<file path="src/rtl/mem_pkg.sv">
// Shared encodings for the load/store initiator: request type codes and FSM states.
package mem_pkg;

  localparam logic [2:0] EXT_LHU = 3'b000;
  localparam logic [2:0] EXT_LBU = 3'b001;
  localparam logic [2:0] EXT_LH  = 3'b010;
  localparam logic [2:0] EXT_LB  = 3'b011;
  localparam logic [2:0] EXT_LW  = 3'b100;

  localparam logic [1:0] SSZ_SB = 2'b00;
  localparam logic [1:0] SSZ_SH = 2'b01;
  localparam logic [1:0] SSZ_SW = 2'b10;

  typedef enum logic [2:0] {
    ST_IDLE,
    ST_RD,
    ST_CAP,
    ST_WR,
    ST_RESP_ERR
  } state_t;

endpackage

</file>
<file path="src/rtl/mem_lane.sv">
// Little-endian lane logic: sub-word load extraction/extension and store merge into a read word.
module mem_lane (
  input  logic [31:0] word,
  input  logic [31:0] wdata,
  input  logic [1:0]  addr_lo,
  input  logic [2:0]  ext,
  input  logic [1:0]  ssize,
  output logic [31:0] load_data,
  output logic [31:0] merge_data
);
  import mem_pkg::*;

  logic [7:0]  byte_sel;
  logic [15:0] half_sel;

  always_comb begin
    byte_sel  = word[{addr_lo, 3'b000} +: 8];
    half_sel  = addr_lo[1] ? word[31:16] : word[15:0];
    load_data = word;
    case (ext)
      EXT_LB:  load_data = {{24{byte_sel[7]}}, byte_sel};
      EXT_LBU: load_data = {24'h000000, byte_sel};
      EXT_LH:  load_data = {{16{half_sel[15]}}, half_sel};
      EXT_LHU: load_data = {16'h0000, half_sel};
      default: load_data = word;
    endcase
  end

  always_comb begin
    merge_data = word;
    case (ssize)
      SSZ_SB: merge_data[{addr_lo, 3'b000} +: 8] = wdata[7:0];
      SSZ_SH: begin
        if (addr_lo[1]) merge_data[31:16] = wdata[15:0];
        else            merge_data[15:0]  = wdata[15:0];
      end
      default: merge_data = wdata;
    endcase
  end

endmodule

</file>
<file path="src/rtl/mem_access_ctrl.sv">
// Load/store initiator: one request at a time, word-aligned memory accesses, sub-word stores as RMW.
//   state     | meaning
//   IDLE      | ready for a request
//   RD        | word address on mem_addr, memory read in flight
//   CAP       | mem_rdata valid: extract load lane or merge store lane
//   WR        | mem_we high for one cycle with the final word
//   RESP_ERR  | rejected request, error response on the outputs
module mem_access_ctrl #(
  parameter int DEPTH = 1024
) (
  input  logic        clk,
  input  logic        rst_n,
  input  logic        req_valid,
  output logic        req_ready,
  input  logic        req_we,
  input  logic [31:0] req_addr,
  input  logic [31:0] req_wdata,
  input  logic [2:0]  req_ext,
  input  logic [1:0]  req_ssize,
  output logic        rsp_valid,
  output logic [31:0] rsp_rdata,
  output logic        rsp_err,
  output logic [31:0] mem_addr,
  output logic [31:0] mem_wd,
  output logic        mem_we,
  input  logic [31:0] mem_rdata
);
  import mem_pkg::*;

  state_t state, state_nxt;

  logic        r_we;
  logic [1:0]  r_addr_lo;
  logic [31:0] r_wdata;
  logic [2:0]  r_ext;
  logic [1:0]  r_ssize;

  logic        accept;
  logic        req_err;
  logic        req_sw;
  logic [31:0] lane_load;
  logic [31:0] lane_merge;

  assign req_ready = (state == ST_IDLE);
  assign accept    = req_valid && req_ready;
  assign req_sw    = req_we && (req_ssize == SSZ_SW);
  assign mem_we    = (state == ST_WR);

  // Illegal encodings reject the request whatever its direction.
  always_comb begin
    req_err = 1'b0;
    if ({2'b00, req_addr[31:2]} >= 32'(DEPTH)) req_err = 1'b1;
    if (req_ext > EXT_LW)                      req_err = 1'b1;
    if (req_ssize == 2'b11)                    req_err = 1'b1;
    if (req_we) begin
      case (req_ssize)
        SSZ_SW:  if (req_addr[1:0] != 2'b00) req_err = 1'b1;
        SSZ_SH:  if (req_addr[0])            req_err = 1'b1;
        default: ;
      endcase
    end else begin
      case (req_ext)
        EXT_LW:         if (req_addr[1:0] != 2'b00) req_err = 1'b1;
        EXT_LH, EXT_LHU: if (req_addr[0])           req_err = 1'b1;
        default: ;
      endcase
    end
  end

  mem_lane u_lane (
    .word       (mem_rdata),
    .wdata      (r_wdata),
    .addr_lo    (r_addr_lo),
    .ext        (r_ext),
    .ssize      (r_ssize),
    .load_data  (lane_load),
    .merge_data (lane_merge)
  );

  always_ff @(posedge clk) begin
    if (!rst_n) state <= ST_IDLE;
    else        state <= state_nxt;
  end

  always_comb begin
    state_nxt = state;
    case (state)
      ST_IDLE: begin
        if (accept) begin
          if (req_err)     state_nxt = ST_RESP_ERR;
          else if (req_sw) state_nxt = ST_WR;
          else             state_nxt = ST_RD;
        end
      end
      ST_RD:       state_nxt = ST_CAP;
      ST_CAP:      state_nxt = r_we ? ST_WR : ST_IDLE;
      ST_WR:       state_nxt = ST_IDLE;
      ST_RESP_ERR: state_nxt = ST_IDLE;
      default:     state_nxt = ST_IDLE;
    endcase
  end

  // The error response is registered at accept so it shows the cycle right after.
  always_ff @(posedge clk) begin
    if (!rst_n) begin
      rsp_valid <= 1'b0;
      rsp_err   <= 1'b0;
      rsp_rdata <= 32'h0;
      mem_addr  <= 32'h0;
      mem_wd    <= 32'h0;
      r_we      <= 1'b0;
      r_addr_lo <= 2'b00;
      r_wdata   <= 32'h0;
      r_ext     <= 3'b000;
      r_ssize   <= 2'b00;
    end else begin
      rsp_valid <= 1'b0;
      rsp_err   <= 1'b0;
      rsp_rdata <= 32'h0;
      case (state)
        ST_IDLE: begin
          if (accept) begin
            r_we      <= req_we;
            r_addr_lo <= req_addr[1:0];
            r_wdata   <= req_wdata;
            r_ext     <= req_ext;
            r_ssize   <= req_ssize;
            if (req_err) begin
              rsp_valid <= 1'b1;
              rsp_err   <= 1'b1;
            end else begin
              mem_addr <= {req_addr[31:2], 2'b00};
              if (req_sw) mem_wd <= req_wdata;
            end
          end
        end
        ST_CAP: begin
          if (r_we) begin
            mem_wd <= lane_merge;
          end else begin
            rsp_valid <= 1'b1;
            rsp_rdata <= lane_load;
          end
        end
        ST_WR: rsp_valid <= 1'b1;
        default: ;
      endcase
    end
  end

endmodule

</file>
<file path="config.mk">
export PLATFORM = sky130hd
export DESIGN_NAME = mem_access_ctrl
export DESIGN_NICKNAME = d
export VERILOG_FILES = /design/src/rtl/mem_pkg.sv /design/src/rtl/mem_lane.sv /design/src/rtl/mem_access_ctrl.sv
export SDC_FILE = /design/constraint.sdc
export NUM_CORES = 1
export LEC_CHECK = 0
export ABC_AREA = 1
export CORE_AREA = 3 3 173 175
export CTS_CLUSTER_SIZE = 40
export DETAILED_ROUTE_END_ITERATION = 10
export DIE_AREA = 0 0 176 178
export GPL_TIMING_DRIVEN = 0
export RECOVER_POWER = 25
export SLEW_MARGIN = 25
export SYNTH_ARGS = -nofsm -noshare
export SYNTH_HDL_FRONTEND = slang
export SYNTH_SLANG_ARGS = --single-unit
</file>
<file path="constraint.sdc">
create_clock -name clk -period 6.3 [get_ports clk]
set_input_delay 1.89 -clock clk [delete_from_list [all_inputs] [get_ports clk]]
set_output_delay 1.89 -clock clk [all_outputs]
set_load 0.1 [all_outputs]
</file>
# Yosys cells after proc, flatten, opt, wreduce, memory -nomap -nowiden
# Cells that the tools add are included.
# classes
addsub	1
order_cmp	2
eq_ne	16
shifts	3
mux	28
n_bitwise	3
n_reduce_logical	14
# ops
operator	count
$mux W32	4
$pmux W32 S2	2
$pmux W32 S4	1
$mux W16	3
$bwmux W32	1
$shift A8 B7 Y32 const A	1
$shiftx A32 B6 Y8	1
$shiftx A8 B7 Y32	1
$ge A30 B11 Y1 const B	1
$eq A3 B2 Y1 const B	5
$logic_not A3 Y1	3
$mux W1	9
$pmux W3 S3	1
$neg A5 Y7	1
$eq A3 B1 Y1 const B	2
$mux W3	2
$reduce_and A5 Y1	1
$eq A2 B1 Y1 const B	2
$eq A2 B2 Y1 const B	2
$mux W2	2
$ne A2 B1 Y1 const B	2
$ne A2 B2 Y1 const B	2
$pmux W1 S2	2
$reduce_and A2 Y1	2
10 further kinds	14
# totals
ff_bits	139
output_inout_bits	100

# Longest topological paths before layout
# Gate-level depths: netlist of the first run.
# depth
word_depth	10
mapped_depth	16
depth_no_buf	15

# Modules after synthesis
# A second synthesis of the first run with hierarchy kept.
# hier_totals
hier_cells	1197
hier_area_um2	7679.9
# modules_own_cells
mod	n_inst	cells_each	area_each_um2	seq_area_each_um2
mem_access_ctrl	1	725	5480.3	2782.7
mem_lane	1	472	2199.6	0.0

# Worst setup path before layout of the first run
# Ideal clock, no wire load.
# synth_timing
kind	reg2out
start	reg state[1]
end	out mem_we
arrival_ns	1.752
slack_ns	2.658
path_stages_with_launch	3
n_path_buf	0
cell_sequence	dfxtp_1 -> nand2_1 -> nor2_1
# synth_via
elab_chain_len	1
# synth_lines
item	line	source
start, declared	mem_access_ctrl.sv:30	state_t state, state_nxt;
start signal, assigned	mem_access_ctrl.sv:82	else state <= state_nxt;
$eq A3 B2 Y1	mem_access_ctrl.sv:47	assign mem_we = (state == ST_WR);
end, declared	mem_access_ctrl.sv:25	output logic mem_we,
# Every way passes these cells.

# Worst setup path in the final report of the first run
# layout_timing
start	reg state[2]
end	out req_ready
# layout_via
elab_chain_len	1
# layout_lines
item	line	source
$logic_not A3 Y1	mem_access_ctrl.sv:44	assign req_ready = (state == ST_IDLE);
end, declared	mem_access_ctrl.sv:14	output logic req_ready,
# Every way passes these cells.

==> impl_metrics.yaml, run 1 <==
status:
  status: "completed"
yosys:
  mean_cell_area_of_the_mapped_netlist_um2: 6.65
  netlist-cell-type-count: 37
  ys_seq_area_share_pct: 39.1
  synth_enable_flop_cells: 0
  synthCells: 1071
  yosys_warnings: 0
  synth.ff_latch_count: 139
  primary_ff_master_synth: "sky130_fd_sc_hd__dfxtp_1"
  post_synthesis_instance_area_um2: 7120
  ys_async_sr_fraction_pct: 0
setup_path:
  critical_path.max_fanout: 7
  type_of_the_worst_setup_path: "register to output port"
  worst_setup_ep_type: "output port"
  startpoint_type: "register"
  crit_path_start: "state[2]"
  crit_arrival_ns: 2.34
  data_required_critical_path_ns: 4.41
  reg2reg_from: "r_addr_lo[1]"
clock_network:
  path_clk_slew_ns: 0.06
  cts_resized: 0
  clk_root_buffer_cell: "sky130_fd_sc_hd__clkbuf_16"
  cts_max_path_buffers: 2
  clock_tree_from_tritoncts: "done"
  cts_hold_buffers: 0
  cts.htree.levels: 4
  post-cts-setup-buffer-count: 0
  numClockSinks: 139
  clkLatencyLatePin_ns: 0.42
  cts_buffers: 17
routing:
  post_drt_via_cell_ratio: 4.68
  drtPass1Iterations: 7
  routed-via-count: 7897
  route.detailed.drc: 0
  route.final.wire_length_um: 28900
  routedWlPerCell_um: 17.1
  drtAntennaViolNets: 0
  drt_first_iter_violations: 606
layout:
  post_synthesis_to_final_layout_area_growth_pct: 44.1
  fillCellCount: 3058
  multiInputGateArea_um2: 3420
  seqCellArea_um2: 2780
  share_of_layout_cells_above_drive_strength_1_pct: 5.67
  fin_nets: 1406
  antenna_cells_inserted: 0
global_route:
  grt_overflow: 0
  largest_net_degree_at_the_start_of_global_routing: 17
  antenna_found_initial: 5
  number_of_global_route_vias_before_repair: 7470
  total_track_usage_pct: 18.2
  global_route_wire_length_before_repair_um: 43700
power_and_ir_drop:
  power.ir.vdd_worst_mv: 0.168
  power-per-cell-area_nw_per_um2: 266
  leakage_nw: 4.41
  power.total_mw: 2.73
timing:
  slew_headroom_pct: 31.8
  clock_skew_ns: 0.00970
  rsz0062_at_grt: "false"
  worst_pin_slew_ns: 1.02
  max_clock_freq_ghz: 0.236
  final-max-slew-violation-count: 0
  final_hold_viol_count: 0
  final.period_utilization_pct: 67.2
  timing.final.setup_violations: 0
  tns_ns: 0
  period_minus_slack_ns: 4.23
floorplan:
  die_height_um: 178
  floorplan.initialDensity_pct: 24.9
  floorplan.rows: 62
  num_io_pins: 205
  dieWidth_um: 176
  dieArea_um2: 31300
  core_area_um2: 28600
placed_design:
  detailedPlacementHpwl_um: 23100
  gpl.final_weighted_congestion: 0.964
  port_buffers: 202
run:
  timing.max_cap.violations: 0
min_path:
  holdCritStartpoint: "r_wdata[26]"
  worst_hold_path_type: "register to register"
[cell families after synthesis]
logic type | share of synthesized area [%]
AOI/OAI and AO/OA | 24.8
adders and majority gates | 1.41
buffers and inverters | 12.8
DFF | 39.1
other | 0.0527
and+or+nand+nor | 21.8
[final cells by class]
class                   instances  share of cell area [%]
multi-input cells             710                    33.3
repair buffers                202                    19.7
clock inverters                 9                    1.56
flip-flops and latches        139                    27.1
clock buffers                  22                    4.72
well taps                     384                    4.68
plain buffers                  67                    3.17
inverters                     156                    5.72
[cells in the mapped netlist, drive strengths merged (10+ instances only)]
| library cell | n | area, µm² |
|---|---|---|
| inv | 155 | 582 |
| nand3 | 37 | 185 |
| a21oi | 120 | 601 |
| nor2 | 159 | 614 |
| o21ai | 136 | 684 |
| o2111ai | 16 | 140 |
| clkbuf | 36 | 138 |
| dfxtp | 139 | 2780 |
| nand2 | 175 | 684 |
| buf | 31 | 190 |
| o211ai | 17 | 128 |
| nor3 | 10 | 50.1 |
[power by group]
| part | total [mW] | internal (mW) | switching, mW | leakage, nW |
|---|---|---|---|---|
| Sequential | 0.955 | 0.928 | 0.0261 | 1.14 |
| Combinational | 0.677 | 0.200 | 0.478 | 2.97 |
| Clock | 1.10 | 0.705 | 0.393 | 0.305 |
| Total | 2.73 | 1.83 | 0.897 | 4.41 |
[registers in the layout (all words and copies together) (netlist names)]
signal / cells
mem_wd: 32
r_wdata: 32
rsp_rdata: 32
mem_addr: 30
r_ext: 3
state: 3
r_addr_lo: 2
r_ssize: 2
r_we: 1
rsp_err: 1
rsp_valid: 1
[critical path: stages, from the launching register on]
cell and delay [ns]:
sky130_fd_sc_hd__dfxtp_1 0.32, sky130_fd_sc_hd__nor2_1 0.13, sky130_fd_sc_hd__inv_2 0.07, sky130_fd_sc_hd__nor2_4 0.19, sky130_fd_sc_hd__clkdlybuf4s50_1 1.21
[per-layer routing]
| layer | vias to the layer above | part of all wire [%] | track usage [%] |
|---|---|---|---|
| li1 | 3930 | - | - |
| met1 | 3604 | 44 | 23.4 |
| met2 | 303 | 45 | 29.2 |
| met3 | 50 | 8.4 | 5.81 |
| met4 | 10 | 2.4 | 5.87 |
| met5 | - | 0.19 | 0 |
[layout by cell type (no fill, tap or decap), types with 4 or more instances in the layout]
master | netlist | routed
sky130_fd_sc_hd__nand2_1 | 170 | 171
sky130_fd_sc_hd__o21ai_0 | 126 | 132
sky130_fd_sc_hd__clkbuf_1 | 34 | 37
sky130_fd_sc_hd__o21ai_1 | 9 | 4
sky130_fd_sc_hd__nor3_1 | 10 | 10
sky130_fd_sc_hd__buf_2 | 17 | 15
sky130_fd_sc_hd__buf_4 | 8 | 8
sky130_fd_sc_hd__o221ai_1 | 5 | 5
sky130_fd_sc_hd__clkbuf_8 | 0 | 4
sky130_fd_sc_hd__o2111ai_1 | 16 | 16
sky130_fd_sc_hd__a221oi_1 | 8 | 8
sky130_fd_sc_hd__clkdlybuf4s50_1 | 0 | 198
sky130_fd_sc_hd__inv_2 | 6 | 5
sky130_fd_sc_hd__nor2_1 | 154 | 155
sky130_fd_sc_hd__o211ai_1 | 17 | 17
sky130_fd_sc_hd__bufinv_16 | 0 | 4
sky130_fd_sc_hd__o22ai_1 | 8 | 8
sky130_fd_sc_hd__a21oi_1 | 120 | 120
sky130_fd_sc_hd__ha_1 | 8 | 8
sky130_fd_sc_hd__inv_1 | 149 | 150
sky130_fd_sc_hd__dfxtp_1 | 139 | 139
sky130_fd_sc_hd__clkbuf_16 | 0 | 17
sky130_fd_sc_hd__nand3_1 | 37 | 37
sky130_fd_sc_hd__dlygate4sd3_1 | 0 | 4
[stage by stage]
stage,instances,instance area [µm²],worst slack [ns],utilization (%),hold slack (ns)
finish,1689,10300,2.07,35.8,0.450
global route,1689,10300,1.97,35.8,0.480
CTS,1689,10300,2.03,35.9,0.452
detailed placement,1658,9630,2.25,33.6,0.444
global placement,1658,9630,2.23,33.6,0.440
floorplan,1072,7120,2.66,-,0.425
[path summary, 6_finish.rpt]
kind	endpoint	slack (ns)	depth (start not counted)
setup / recovery	req_ready	2.07	4
setup reg to reg	mem_wd[21]	3.07	15
hold / removal	r_wdata[26]	0.45	2
hold reg to reg	r_wdata[26]	0.45	2
Note: power is estimated with default switching activity, not from simulation.
==> run 2: changes to the inputs <==
Clock period 6.3 ns to 3.7 ns, I/O delays scaled along.
==> results of run 2 <==
The final DEF is identical to that of run 1. Status: completed.
Main changes from that run: setup slack after placement 2.25 ns -> 0.426 ns; setup slack after layout 2.07 ns -> 0.248 ns; register-to-register setup slack 3.07 ns -> 0.47 ns; total power 2.73 mW -> 4.65 mW; worst IR drop on VDD 0.168 mV -> 0.287 mV
==> edit 1 (flow settings as in run 2) <==
Re-encode `state_t` (5 states) as one-hot, 5 bits wide.
--- a/src/rtl/mem_pkg.sv
+++ b/src/rtl/mem_pkg.sv
@@ -12,10 +12,10 @@
   localparam logic [1:0] SSZ_SW = 2'b10;
 
-  typedef enum logic [2:0] {
-    ST_IDLE,
-    ST_RD,
-    ST_CAP,
-    ST_WR,
-    ST_RESP_ERR
+  typedef enum logic [4:0] {
+    ST_IDLE     = 5'b00001,
+    ST_RD       = 5'b00010,
+    ST_CAP      = 5'b00100,
+    ST_WR       = 5'b01000,
+    ST_RESP_ERR = 5'b10000
   } state_t;
 
Behaviour: same outputs for any inputs over 4 cycles, from zero or initial values and one cycle with rst_n low; so few cycles prove little.
==> edit 1 against run 2 <==
  * Worst hold slack worse by 3.9 ps
  * Via count decreased by 1.2%
  * Clock skew is 2.2 ps higher
  * Combinational power up 97%
  * Design area shrank 1.2%
  * Count of clock-buffer cells in the layout decreased by 4
  * Non-clock buffer count is the same
  * Worst setup slack worse by 33 ps
  * Sequential cell count up 2
  * Power rose by 26%
  * Die area is the same
  * Synthesized area fell by 0.93%
  * Wire length is 2.1% lower
  * Sequential power increased by 11%
  * Highest routed layer unchanged
==> edit 1: results <==
export IMPL_clk_pin_slew_ps=70
export IMPL_p_leak_nw=4.12
export IMPL_track_usage=0.178
export IMPL_reg_top3="mem_wd: 32 flops, r_wdata: 32 flops, rsp_rdata: 32 flops"
export IMPL_cts_setup_buffers=0
export IMPL_grt_pass1_vias=7439
export IMPL_cts_repair_resized=0
export IMPL_grt_max_degree=17
export IMPL_max_freq_ghz=0.287
export IMPL_cp_arrival_ps=2380
export IMPL_ys_seq_area_frac=0.400
export IMPL_io_buffers=202
export IMPL_first_pass_iters=5
export IMPL_ir_worst_vdd_mv=0.340
export IMPL_vias_per_cell=4.72
export IMPL_drt_total_wl_mm=28.3
export IMPL_worstMarginPinSlew_ps=1030
export IMPL_crit_path_start="state[0]"
export IMPL_synth_cell_types=38
export IMPL_fin_nets=1366
export IMPL_place_hpwl_mm=22.6
export IMPL_r2r_start="r_addr_lo[1]"
export IMPL_synth_area_leaders="dfxtp_1, a21oi_1, o21ai_0, inv_1, nor2_1"
export IMPL_root_buffer="clkbuf_16"
export IMPL_grt_pass1_wl_mm=42.9
export IMPL_drive_gt1_frac=0.0498
export IMPL_r2r_slack_ps=860
export IMPL_dpl_worst_slack_ps=388
export IMPL_hold_ws_ps=446
export IMPL_drtIter0Drc=555
export IMPL_worstPathMaxFanout=4
export IMPL_r2r_cells=11
export IMPL_status="finished clean"
export IMPL_ys_top_cells_by_count="inv_1, a21oi_1, dfxtp_1"
export IMPL_gp_congestion=0.954
export IMPL_clk_path_buf_depth=2
export IMPL_regToRegEndpoint="mem_wd[19]"
export IMPL_skew_ps=11.9
edit 1: changes by cell type in the layout (fill, tap and decap cells not counted), sizes merged, moves of 6 or more:
cell,delta
nand3,+8
a22oi,+8
a21oi,+22
a31oi,+10
o2111ai,-14
nor2,-23
buf,-13
clkbuf,+9
o221ai,+9
nand2,-59
or2,+6
o211ai,-6
edit 1: how the worst min path moves through the flow:
stage                       startpoint           end  cells past startpoint
after floorplan            r_wdata[19]   r_wdata[19]                      2
after global placement    mem_addr[13]  mem_addr[13]                      2
after detailed placement  mem_addr[28]  mem_addr[28]                      2
after CTS                 mem_addr[21]  mem_addr[21]                      2
after global routing      mem_addr[27]  mem_addr[27]                      2
final                     mem_addr[12]  mem_addr[12]                      2
edit 1: cells by family (layout without fill, tap and decap cells):
kind of cell | Yosys count | in the layout | share of synthesized area
AO/OA/AOI/OAI | 345 | 345 | 0.277
adder cells (fa/ha/maj) | 8 | 8 | 0.0142
buffers and inverters | 221 | 455 | 0.123
flip-flops | 141 | 141 | 0.400
other | 1 | 4 | 0.000532
AND/OR/NAND/NOR | 315 | 315 | 0.186
edit 1: metal layers:
metal  wire length, um  track usage  share of wire
met1             12300        0.230           0.43
met2             12900        0.281           0.45
met3              2460       0.0553          0.087
met4               688       0.0594          0.024
met5                35            0         0.0012
edit 1: cell type report:
type	count	area [sq um]
antenna	2	5.00
clock inverter	14	170
sequential	141	2820
multi-input combinational	670	3340
timing repair buffer	202	2020
clock buffer	18	429
fill	3063	18500
inverter	154	578
tap	384	480
buffer	67	288
edit 1: critical path, cell delays in order (launching register included):
cell and delay, ps:
dfxtp_1 340, inv_1 60, nor2_1 80, nand3_1 120, inv_2 160, clkdlybuf4s50_1 1190
edit 1: metrics by stage:
| stage | cells | area (sq um) |
|---|---|---|
| 6_report | 1652 | 10100 |
| 5_1_grt | 1652 | 10100 |
| 4_1_cts | 1650 | 10200 |
| 3_5_place_dp | 1618 | 9560 |
| 3_3_place_gp | 1618 | 9560 |
| 2_1_floorplan | 1032 | 7060 |
edit 1: report_power, final:
| group | internal (W) | switching [W] |
|---|---|---|
| Clock | 0.00102 | 0.000747 |
| Combinational | 0.000593 | 0.00167 |
| Sequential | 0.00170 | 0.000107 |
==> edit 2 (config.mk and constraints of run 2) <==
Made on the original files. The parameter `DEPTH` goes from 1024 to 768.
--- a/src/rtl/mem_access_ctrl.sv
+++ b/src/rtl/mem_access_ctrl.sv
@@ -7,5 +7,5 @@
 //   RESP_ERR  | rejected request, error response on the outputs
 module mem_access_ctrl #(
-  parameter int DEPTH = 1024
+  parameter int DEPTH = 768
 ) (
   input  logic        clk,
Behaviour: not the same (a bounded check fails within 4 cycles, from zero or initial values and one cycle with rst_n low).
==> edit 2 against run 2 <==
  * Design area fell by 1.3%
  * Worst setup slack better by 39 ps
  * Sequential power hardly changed
  * Wire length rose by 1.1%
  * Sequential cell count unchanged
  * Critical path depth did not move
  * Synthesized area is 1.1% lower
  * Global-route usage up 0.27 points
  * Power decreased by 1.9%
  * Critical endpoint unchanged
==> edit 2: results <==
export IMPL_worstPathMaxFanout=5
export IMPL_dp_cells=1610
export IMPL_drt_total_wl_mm=29.3
export IMPL_antenna_cells=0
export IMPL_crit_path_start_kind="flip-flop"
export IMPL_ys_top_cells_by_count="o21ai_0, nor2_1, dfxtp_1"
export IMPL_avgRoutedWirePerCell_um=17.8
export IMPL_gp_congestion=0.976
export IMPL_holdPathEnd="r_wdata[25]"
export IMPL_grt_pass1_wl_mm=44.3
export IMPL_synthCells=1023
export IMPL_hold_start="r_wdata[25]"
export IMPL_ir_worst_vdd_mv=0.274
export IMPL_r2r_cells=16
export IMPL_clk_path_buf_depth=2
export IMPL_drive_gt1_frac=0.0804
export IMPL_crit_path_start="state[2]"
export IMPL_track_usage=0.185
export IMPL_cts_repair_resized=0
export IMPL_synth_area_leaders="dfxtp_1, o21ai_0, a21oi_1, nor2_1, inv_1"
export IMPL_cp_slowest_stage_delay_ps=1170
export IMPL_status="finished clean"
export IMPL_p_sw_frac=0.346
export IMPL_dpl_worst_slack_ps=374
export IMPL_r2r_slack_ps=640
export IMPL_skew_ps=10.6
export IMPL_regToRegEndpoint="mem_wd[9]"
export IMPL_p_leak_nw=4.18
export IMPL_synth_yosys_warnings=0
export IMPL_place_hpwl_mm=23.2
export IMPL_synth_cell_types=39
export IMPL_drtIter0Drc=569
export IMPL_first_pass_iters=5
export IMPL_grt_pass1_vias=7708
export IMPL_clk_pin_slew_ps=60
export IMPL_vias_per_cell=4.79
export IMPL_reg_top3="mem_wd: 32 flops, r_wdata: 32 flops, rsp_rdata: 32 flops"
export IMPL_cp_arrival_ps=2300
export IMPL_synth_main_ff_cell="dfxtp_1"
export IMPL_ys_seq_area_frac=0.395
export IMPL_synth_top_cell_area_share=0.395
export IMPL_fin_nets=1358
export IMPL_antenna_found_initial=2
export IMPL_io_buffers=202
export IMPL_clk_latency_ps=420
export IMPL_htreeDepth=4
export IMPL_worstMarginPinSlew_ps=1030
edit 2: power groups by stage:
stage               sequential, W  clock (W)  combinational, W
finish                    0.00163    0.00176           0.00117
global route              0.00164    0.00187           0.00125
CTS                       0.00163    0.00180           0.00116
detailed placement        0.00167          0           0.00116
global placement          0.00166          0           0.00116
floorplan                 0.00194          0          0.000469
edit 2: layer usage:
layer | GRT usage | routed length (um) | vias up
li1 | - | - | 3845
met1 | 0.230 | 12500 | 3628
met2 | 0.305 | 13400 | 340
met3 | 0.0602 | 2520 | 50
met4 | 0.0581 | 828 | 4
met5 | 0 | 26 | -
edit 2: cell type report:
| type | count | area [sq um] |
|---|---|---|
| Fill cell | 3045 | 18500 |
| Clock inverter | 14 | 174 |
| Timing Repair Buffer | 202 | 2020 |
| Tap cell | 384 | 480 |
| Buffer | 68 | 327 |
| Clock buffer | 17 | 425 |
| Sequential cell | 139 | 2780 |
| Multi-Input combinational cell | 695 | 3460 |
| Inverter | 122 | 458 |
edit 2: cells by family after synthesis:
logic type	after synthesis	share of synthesized area
compound gates	353	0.280
simple gates	332	0.198
buf+inv	190	0.112
flops	139	0.395
fa+ha+maj	8	0.0142
other cells	1	0.000533
edit 2: worst max-delay path: cells and delay by family, from the launching register on:
kind                   cells  cell delay [ps]
buffers and inverters      2             1320
DFF                        1              340
and+or+nand+nor            2              220
edit 2: how the worst max path moves through the flow:
| stage | slack [ps] | cells after the start | end |
|---|---|---|---|
| 3_3_place_gp | 430 | 9 | mem_wd[31] |
| 4_1_cts | 250 | 4 | req_ready |
| 6_report | 290 | 4 | req_ready |
| 5_1_grt | 190 | 4 | req_ready |
| 2_1_floorplan | 860 | 2 | mem_we |
| 3_5_place_dp | 370 | 12 | mem_addr[18] |
edit 2: metrics by stage:
step / power, W / hold slack, ps / utilization / cell area [sq um]
6_report: 0.00456 / 460 / 0.354 / 10100
2_1_floorplan: 0.00241 / 425 / - / 7050
3_5_place_dp: 0.00283 / 449 / 0.334 / 9550
4_1_cts: 0.00460 / 459 / 0.354 / 10100
3_3_place_gp: 0.00282 / 445 / 0.334 / 9550
5_1_grt: 0.00476 / 477 / 0.354 / 10100
